## config.mk

```make
export PLATFORM = sky130hd
export DESIGN_NAME = instruction_encoder
export DESIGN_NICKNAME = d
export VERILOG_FILES = /design/src/rtl/instr_pkg.sv /design/src/rtl/instr_pack.sv /design/src/rtl/instruction_encoder.sv
export SDC_FILE = /design/constraint.sdc
export NUM_CORES = 1
export LEC_CHECK = 0
export BUFFER_PORTS_ARGS = -buffer_cell sky130_fd_sc_hd__buf_2
export CORE_UTILIZATION = 40
export DETAILED_ROUTE_END_ITERATION = 16
export GPL_TIMING_DRIVEN = 0
export HOLD_SLACK_MARGIN = 0.08
export PLACE_DENSITY = 0.61
export SLEW_MARGIN = 25
export SYNTH_ARGS = -nofsm -noshare
export SYNTH_HDL_FRONTEND = slang
export SYNTH_SLANG_ARGS = --single-unit
export TNS_END_PERCENT = 1
```

## constraint.sdc

```tcl
create_clock -name clk -period 3.7 [get_ports clk]
set_input_delay 0.37 -clock clk [delete_from_list [all_inputs] [get_ports clk]]
set_output_delay 0.37 -clock clk [all_outputs]
set_load 0.02 [all_outputs]
```

## src/rtl/instr_pkg.sv

```systemverilog
// Shared definitions for the RV32 instruction encoder: format codes,
// the NOP word, immediate range limits and the buffered word layout.
package instr_pkg;

  typedef enum logic [2:0] {
    FMT_R = 3'd0,
    FMT_I = 3'd1,
    FMT_S = 3'd2,
    FMT_B = 3'd3,
    FMT_U = 3'd4,
    FMT_J = 3'd5
  } instr_fmt_e;

  // addi x0, x0, 0 -- emitted in place of an unencodable format
  localparam logic [31:0] NOP_INSTR = 32'h0000_0013;

  // Signed immediate limits; B and J limits are the largest even offsets
  localparam int IMM12_MIN = -2048;
  localparam int IMM12_MAX = 2047;
  localparam int IMM13_MIN = -4096;
  localparam int IMM13_MAX = 4094;
  localparam int IMM21_MIN = -1048576;
  localparam int IMM21_MAX = 1048574;

  localparam int FIFO_DEPTH = 2;

  typedef struct packed {
    logic [31:0] instr;
    logic [31:0] addr;
    logic        err;
  } enc_word_t;

  // True when the 32-bit two's-complement value lies within [lo, hi]
  function automatic logic in_range(input logic [31:0] v, input int lo, input int hi);
    return ($signed(v) >= lo) && ($signed(v) <= hi);
  endfunction

endpackage

```

## src/rtl/instr_pack.sv

```systemverilog
// Combinational field packer and immediate range checker.
module instr_pack
  import instr_pkg::*;
(
  input  logic [2:0]  fmt,
  input  logic [6:0]  opcode,
  input  logic [4:0]  rd,
  input  logic [4:0]  rs1,
  input  logic [4:0]  rs2,
  input  logic [2:0]  funct3,
  input  logic [6:0]  funct7,
  input  logic [31:0] imm,
  output logic [31:0] instr,
  output logic        err
);

  instr_fmt_e fmt_e;
  assign fmt_e = instr_fmt_e'(fmt);

  // Pack per format; out-of-range immediates still produce the truncated encoding
  always_comb begin
    instr = NOP_INSTR;
    err   = 1'b1;
    case (fmt_e)
      FMT_R: begin
        instr = {funct7, rs2, rs1, funct3, rd, opcode};
        err   = 1'b0;
      end
      FMT_I: begin
        instr = {imm[11:0], rs1, funct3, rd, opcode};
        err   = !in_range(imm, IMM12_MIN, IMM12_MAX);
      end
      FMT_S: begin
        instr = {imm[11:5], rs2, rs1, funct3, imm[4:0], opcode};
        err   = !in_range(imm, IMM12_MIN, IMM12_MAX);
      end
      FMT_B: begin
        instr = {imm[12], imm[10:5], rs2, rs1, funct3, imm[4:1], imm[11], opcode};
        err   = !in_range(imm, IMM13_MIN, IMM13_MAX) || imm[0];
      end
      FMT_U: begin
        instr = {imm[31:12], rd, opcode};
        err   = (imm[11:0] != 12'd0);
      end
      FMT_J: begin
        instr = {imm[20], imm[10:1], imm[11], imm[19:12], rd, opcode};
        err   = !in_range(imm, IMM21_MIN, IMM21_MAX) || imm[0];
      end
      default: begin
        instr = NOP_INSTR;
        err   = 1'b1;
      end
    endcase
  end

endmodule

```

## src/rtl/instruction_encoder.sv

```systemverilog
// RV32 instruction encoder: packs field sets into words, tags each with a
// running word address and buffers them in a 2-entry FIFO.
module instruction_encoder
  import instr_pkg::*;
(
  input  logic        clk,
  input  logic        rst_n,
  input  logic        in_valid,
  output logic        in_ready,
  input  logic [2:0]  fmt,
  input  logic [6:0]  opcode,
  input  logic [4:0]  rd,
  input  logic [4:0]  rs1,
  input  logic [4:0]  rs2,
  input  logic [2:0]  funct3,
  input  logic [6:0]  funct7,
  input  logic [31:0] imm,
  input  logic        addr_load,
  input  logic [31:0] addr_value,
  output logic        out_valid,
  input  logic        out_ready,
  output logic [31:0] out_instr,
  output logic [31:0] out_addr,
  output logic        out_err,
  output logic        error_seen
);

  enc_word_t   fifo_mem_reg [FIFO_DEPTH];
  logic        wr_ptr_reg, wr_ptr_next;
  logic        rd_ptr_reg, rd_ptr_next;
  logic [1:0]  count_reg, count_next;
  logic [31:0] addr_reg, addr_next;
  logic        error_seen_reg, error_seen_next;

  logic [31:0] pack_instr;
  logic        pack_err;
  logic        push, pop;
  logic [31:0] loaded_addr;
  logic [31:0] word_addr;
  enc_word_t   new_word;
  enc_word_t   head_word;
  logic        unused_addr_lsb;

  instr_pack u_pack (
    .fmt    (fmt),
    .opcode (opcode),
    .rd     (rd),
    .rs1    (rs1),
    .rs2    (rs2),
    .funct3 (funct3),
    .funct7 (funct7),
    .imm    (imm),
    .instr  (pack_instr),
    .err    (pack_err)
  );

  // The low address bits are forced to zero, so only [31:2] is used
  assign unused_addr_lsb = ^addr_value[1:0];

  // Readiness depends only on buffer occupancy and reset, never on in_valid
  assign in_ready    = rst_n && (count_reg < 2'(FIFO_DEPTH));
  assign out_valid   = rst_n && (count_reg != 2'd0);
  assign push        = in_valid && in_ready;
  assign pop         = out_valid && out_ready;
  assign loaded_addr = {addr_value[31:2], 2'b00};
  // A load coincident with acceptance tags this very word with the loaded address
  assign word_addr   = addr_load ? loaded_addr : addr_reg;
  assign new_word    = '{instr: pack_instr, addr: word_addr, err: pack_err};
  assign head_word   = fifo_mem_reg[rd_ptr_reg];

  assign out_instr  = out_valid ? head_word.instr : 32'd0;
  assign out_addr   = out_valid ? head_word.addr  : 32'd0;
  assign out_err    = out_valid ? head_word.err   : 1'b0;
  assign error_seen = rst_n && error_seen_reg;

  // Next-state for pointers, occupancy, address counter and sticky error
  always_comb begin
    wr_ptr_next     = wr_ptr_reg;
    rd_ptr_next     = rd_ptr_reg;
    count_next      = count_reg;
    addr_next       = addr_reg;
    error_seen_next = error_seen_reg;
    if (push) begin
      wr_ptr_next = ~wr_ptr_reg;
      addr_next   = word_addr + 32'd4;
      if (pack_err) begin
        error_seen_next = 1'b1;
      end
    end else if (addr_load) begin
      addr_next = loaded_addr;
    end
    if (pop) begin
      rd_ptr_next = ~rd_ptr_reg;
    end
    case ({push, pop})
      2'b10:   count_next = count_reg + 2'd1;
      2'b01:   count_next = count_reg - 2'd1;
      default: count_next = count_reg;
    endcase
  end

  // Control state register with synchronous active-low clear
  always_ff @(posedge clk) begin
    if (!rst_n) begin
      wr_ptr_reg     <= 1'b0;
      rd_ptr_reg     <= 1'b0;
      count_reg      <= 2'd0;
      addr_reg       <= 32'd0;
      error_seen_reg <= 1'b0;
    end else begin
      wr_ptr_reg     <= wr_ptr_next;
      rd_ptr_reg     <= rd_ptr_next;
      count_reg      <= count_next;
      addr_reg       <= addr_next;
      error_seen_reg <= error_seen_next;
    end
  end

  // One storage slot per FIFO entry, written when the write pointer selects it
  for (genvar gi = 0; gi < FIFO_DEPTH; gi++) begin : g_slot
    always_ff @(posedge clk) begin
      if (!rst_n) begin
        fifo_mem_reg[gi] <= '0;
      end else if (push && (wr_ptr_reg == 1'(gi))) begin
        fifo_mem_reg[gi] <= new_word;
      end
    end
  end

endmodule

```

# After elaboration in Yosys (flattened, before gate mapping)
# Memory sizes are Yosys's and may differ from the RTL's. A register that Yosys moved wholly into a read port is not among the register bits.
# Cells that the tools add are included.
# totals
out_inout_bits	68
register_bits	37
ram_bits	130
mem_count	1
elab_cells	67
input_bits	104
# mem_list
memory	words	width	read_ports	rd_clocked_by_memory_dff	wr	line_no	rtl
fifo_mem_reg	2	65	1	1	2	instruction_encoder.sv:28	enc_word_t fifo_mem_reg [FIFO_DEPTH];
# op_classes
magnitude_cmp	7
muxes	19
reduce_logical	21
addsub	3
bitwise_logic	4
n_eq_ne	7
# op_table
op	n
$pmux W32 S6	1
$mux W65	2
$mux W32	4
$add A32 B3 Y32 const B	1
$ge A32 B12 Y1 const B	1
$ge A32 B13 Y1 const B	1
$ge A32 B21 Y1 const B	1
$le A32 B12 Y1 const B	1
$le A32 B13 Y1 const B	1
$le A32 B21 Y1 const B	1
$reduce_bool A12 Y1	1
$logic_and A1 B1 Y1	10
$mux W1	10
$eq A3 B2 Y1 const B	2
$eq A3 B3 Y1 const B	2
$pmux W1 S5	1
$pmux W2 S2	1
$reduce_bool A2 Y1	2
$eq A3 B1 Y1 const B	1
$logic_not A1 Y1	3
$logic_not A3 Y1	1
$add A2 B1 Y2 const B	1
$eq A2 B1 Y1 const B	1
$eq A2 B2 Y1 const B	1
7 further kinds	10

# Depth between registers and ports, before layout
# logic_depth
ltp_word	8
depth_mapped	11
mapped_depth_nobuf	8

# By module
# A second synthesis with hierarchy kept.
# unflattened
hier_cells	821
hier_area_um2	8652.0
# by_module_without_submodules
module	seq_area_each_um2	area_each_um2	cells_each	n_inst
instruction_encoder	4664.5	7853.8	686	1
instr_pack	0.0	798.3	135	1

# Least setup slack after synthesis
# Ideal clock, no wire load.
# synth_timing
kind	in2reg
startpoint	input in_valid
endpoint	memory fifo_mem_reg[0][0] (netlist bit), enable pin
path_buffers	2
path_slack_ps	605
required_ps	3006
path_stages	5
arrival_time_ps	2401
setup_ps	694
path_cell_list	and3b_2 -> nand2b_1 -> clkbuf_1 -> buf_1 -> nand2_1
# synth_lines
element	line_no	rtl
start: declaration	instruction_encoder.sv:8	input logic in_valid,
end: declaration	instruction_encoder.sv:28	

==> reports/qor.yml <==
setup_viol_count_final: 0
p_sw_mw: 1.209
antenna_found_initial: 1
synth_area_per_cell_sq_um: 10.61
cp-start-kind: "flop"
synthesis.nets: 896
p_clk_frac: 0.385
post_drt_wl_per_cell_um: 17.45
place_hpwl_mm: 16.03
fin_cells: 1260
grt_usage: 0.2076
yosysUniqueCellTypes: 55
power_density_nw_per_um2: 459.3
cts_buffer_depth: 2
ys_seq_elements: 168
vias: 6574
worstPathArrival_ns: 2.60
cts_resized: 0
postCtsSetupBuffers: 0
clk_pin_slew_ns: 0.06
power_leakage_nw: 3.908
grt_pass1_wl_mm: 34.04
fin_crit_sh: 0.8032
finClkSkew_ns: 0.006216
synth_ff_type: "edfxtp_1"
cp_data_required_time_ns: 3.33
hp-class: "primary input to flop"
area_delta_synth_final_pct: 21.78
tightest_slew_ns: 0.9262
totalWireLength_mm: 21.99
ys_warn_count: 0
synth.top_cell.area_share: 0.4655
via_per_inst: 5.217
chipWidth_um: 146.8
p_int_mw: 3.481
placementRows: 52
ant_nets: 0
grt_overflow: 0
max-slew-margin-rel: 0.3649
fin_crit_ns: 2.972
drive_gt1_frac: 0.2315
max_stage_delay_ns: 0.65
outcome: "complete, no violations"
dp.cells: 1227
endpoint_kind: "output pin"
netlist_instances: 790
htreeDepth: 4
crit_slowest_cell: "buf_1"
cts.sinks: 168
holdBufCountCts: 0
grt_pass1_vias: 6264
finalNetCount: 1082
die_y_um: 146.8
cts_buffers: 17
firstDrtPassIters: 5
synth_edf_count: 130
setup-tns-final_ns: 0
port_buffers: 165
ys_seq_area_frac: 0.5563
clk_latency_ns: 0.42
path_cells: "clkbuf_1 > buf_1 > mux2i_1 > nor2_1 > buf_2"
netlist_area_sq_um: 8386
largest_register_ffs: 130
core_sq_um: 20360
switching_share: 0.2578
cts_tree: "built"
pwr-share-comb: 0.147
fillers: 1928
die_area_sq_um: 21550
setup.worst_path.class: "flop to output pin"
slew_viol_final: 0
critPathMaxFanout: 10
max_freq_mhz: 336.5
grt_max_degree: 45
dr.first_iter.drc_count: 427
synth_top_area_cell: "edfxtp_1"
peakVddDrop_mv: 0.3283
start_util: 0.4118
final_hold_viol_count: 0
drc: 0
boundaryPins: 172
place_congestion: 0.9042
cap_violations: 0
seqPwrFrac: 0.468
async_reset_ff_frac: 0
cts-root-buf: "clkbuf_16"
synthTopCellsByArea: "edfxtp_1 47%, mux2i_1 12%, nor2_1 10%"
rsz0062_at_grt: "no"
## worst max-delay path, delay by kind of cell (launching register included)
| family | cells | cell delay, ns |
|---|---|---|
| buf+inv | 3 | 1.44 |
| flops | 1 | 0.32 |
| mux | 1 | 0.34 |
| simple gates | 1 | 0.07 |
## cells by family after synthesis
family / count (synthesis) / synth area share
adder cells (fa/ha/maj): 2 / 0.002984
flip-flops: 168 / 0.5563
AO/OA/AOI/OAI: 80 / 0.06804
AND/OR/NAND/NOR: 358 / 0.1943
buffers and inverters: 60 / 0.03372
multiplexers: 108 / 0.1301
XOR/XNOR: 14 / 0.01462
## routing by layer
layer,vias up,share of wire,GRT usage,wire [um]
met5,-,0,0,0
met2,175,0.48,0.3374,10600
met4,0,0.018,0.06771,402
met1,3145,0.45,0.2820,9814
li1,3224,-,-,-
met3,30,0.053,0.03447,1168
## final cells by class
type / instances / area [sq um] / area share
antenna: 1 / 2.502 / 0.0002450
buffer: 52 / 252.7 / 0.02475
clock buffer: 20 / 446.7 / 0.04374
clock inverter: 12 / 151.4 / 0.01482
inverter: 8 / 30.03 / 0.002940
multi-input combinational: 562 / 3453 / 0.3382
sequential: 168 / 4664 / 0.4568
tap: 270 / 337.8 / 0.03308
timing repair buffer: 167 / 873.3 / 0.08552
## final timing paths
check                                          startpoint  cells past startpoint                                 to  slack [ns]
worst max register to register  count_reg[1]$_SDFFE_PN0P_                      6  fifo_mem_reg[1][40]$_SDFFCE_PN0P_        0.83
worst min-delay path                            opcode[2]                      3  fifo_mem_reg[1][35]$_SDFFCE_PN0P_        0.27
worst max-delay path                                 flop                      5                        out_addr[3]        0.73
worst min register to register     addr_reg[0]$_SDFF_PN0_                      2             addr_reg[0]$_SDFF_PN0_        0.50
## cell usage after synthesis, types with 8 or more instances
master	instances
buf_1	17
edfxtp_1	130
nand2b_1	8
dfxtp_1	38
nor3_1	21
a22oi_1	21
xnor2_1	11
nand2_1	33
nor4_1	19
o31a_1	9
a21oi_1	18
clkbuf_1	26
mux2i_1	102
nor2_1	224
o21ai_0	11
nand4_1	13
## metrics by stage
step                worst slack [ns]  hold slack [ns]  area, sq um  power [mW]  utilization
global route                  0.5215           0.2725        10210       4.868       0.5015
detailed placement            0.6493           0.4855         9612       2.933       0.4720
finish                        0.7282           0.2676        10210       4.691       0.5015
global placement              -1.099           0.4812         9549       2.920       0.4689
floorplan                     0.6047           0.4566         8386       2.675            -
CTS                           0.6424           0.2637        10210       4.718       0.5014
## placed cells by master, fill, tap and decap left out, types with 3 or more instances in the layout
cell,synthesis,routed
clkinvlp_4,0,4
a221oi_1,4,4
nor4_1,19,19
xnor2_1,11,11
and3_1,4,4
nand2b_1,8,8
inv_1,6,6
nand3_1,7,7
buf_2,3,168
xor2_1,3,3
clkbuf_16,0,17
o21a_1,3,3
clkbuf_1,26,28
dfxtp_1,38,38
nor2_1,224,224
buf_1,17,17
mux2_2,5,5
edfxtp_1,130,130
nand3b_1,3,3
bufinv_16,0,3
clkinv_1,2,3
mux2i_1,102,102
nand4_1,13,13
a21oi_1,18,18
buf_6,5,5
nor3_1,21,21
nor2b_1,7,7
o21ai_0,11,11
a22oi_1,21,21
nand2_1,33,31
o31a_1,9,9
## power by group through the flow
stage | combinational [mW] | clock, mW | sequential, mW
2_1_floorplan | 0.442 | 0 | 2.23
3_3_place_gp | 0.677 | 0 | 2.24
3_5_place_dp | 0.695 | 0 | 2.24
4_1_cts | 0.698 | 1.82 | 2.20
5_1_grt | 0.756 | 1.91 | 2.21
6_report | 0.690 | 1.80 | 2.20
(Power assumes the default switching activity.)
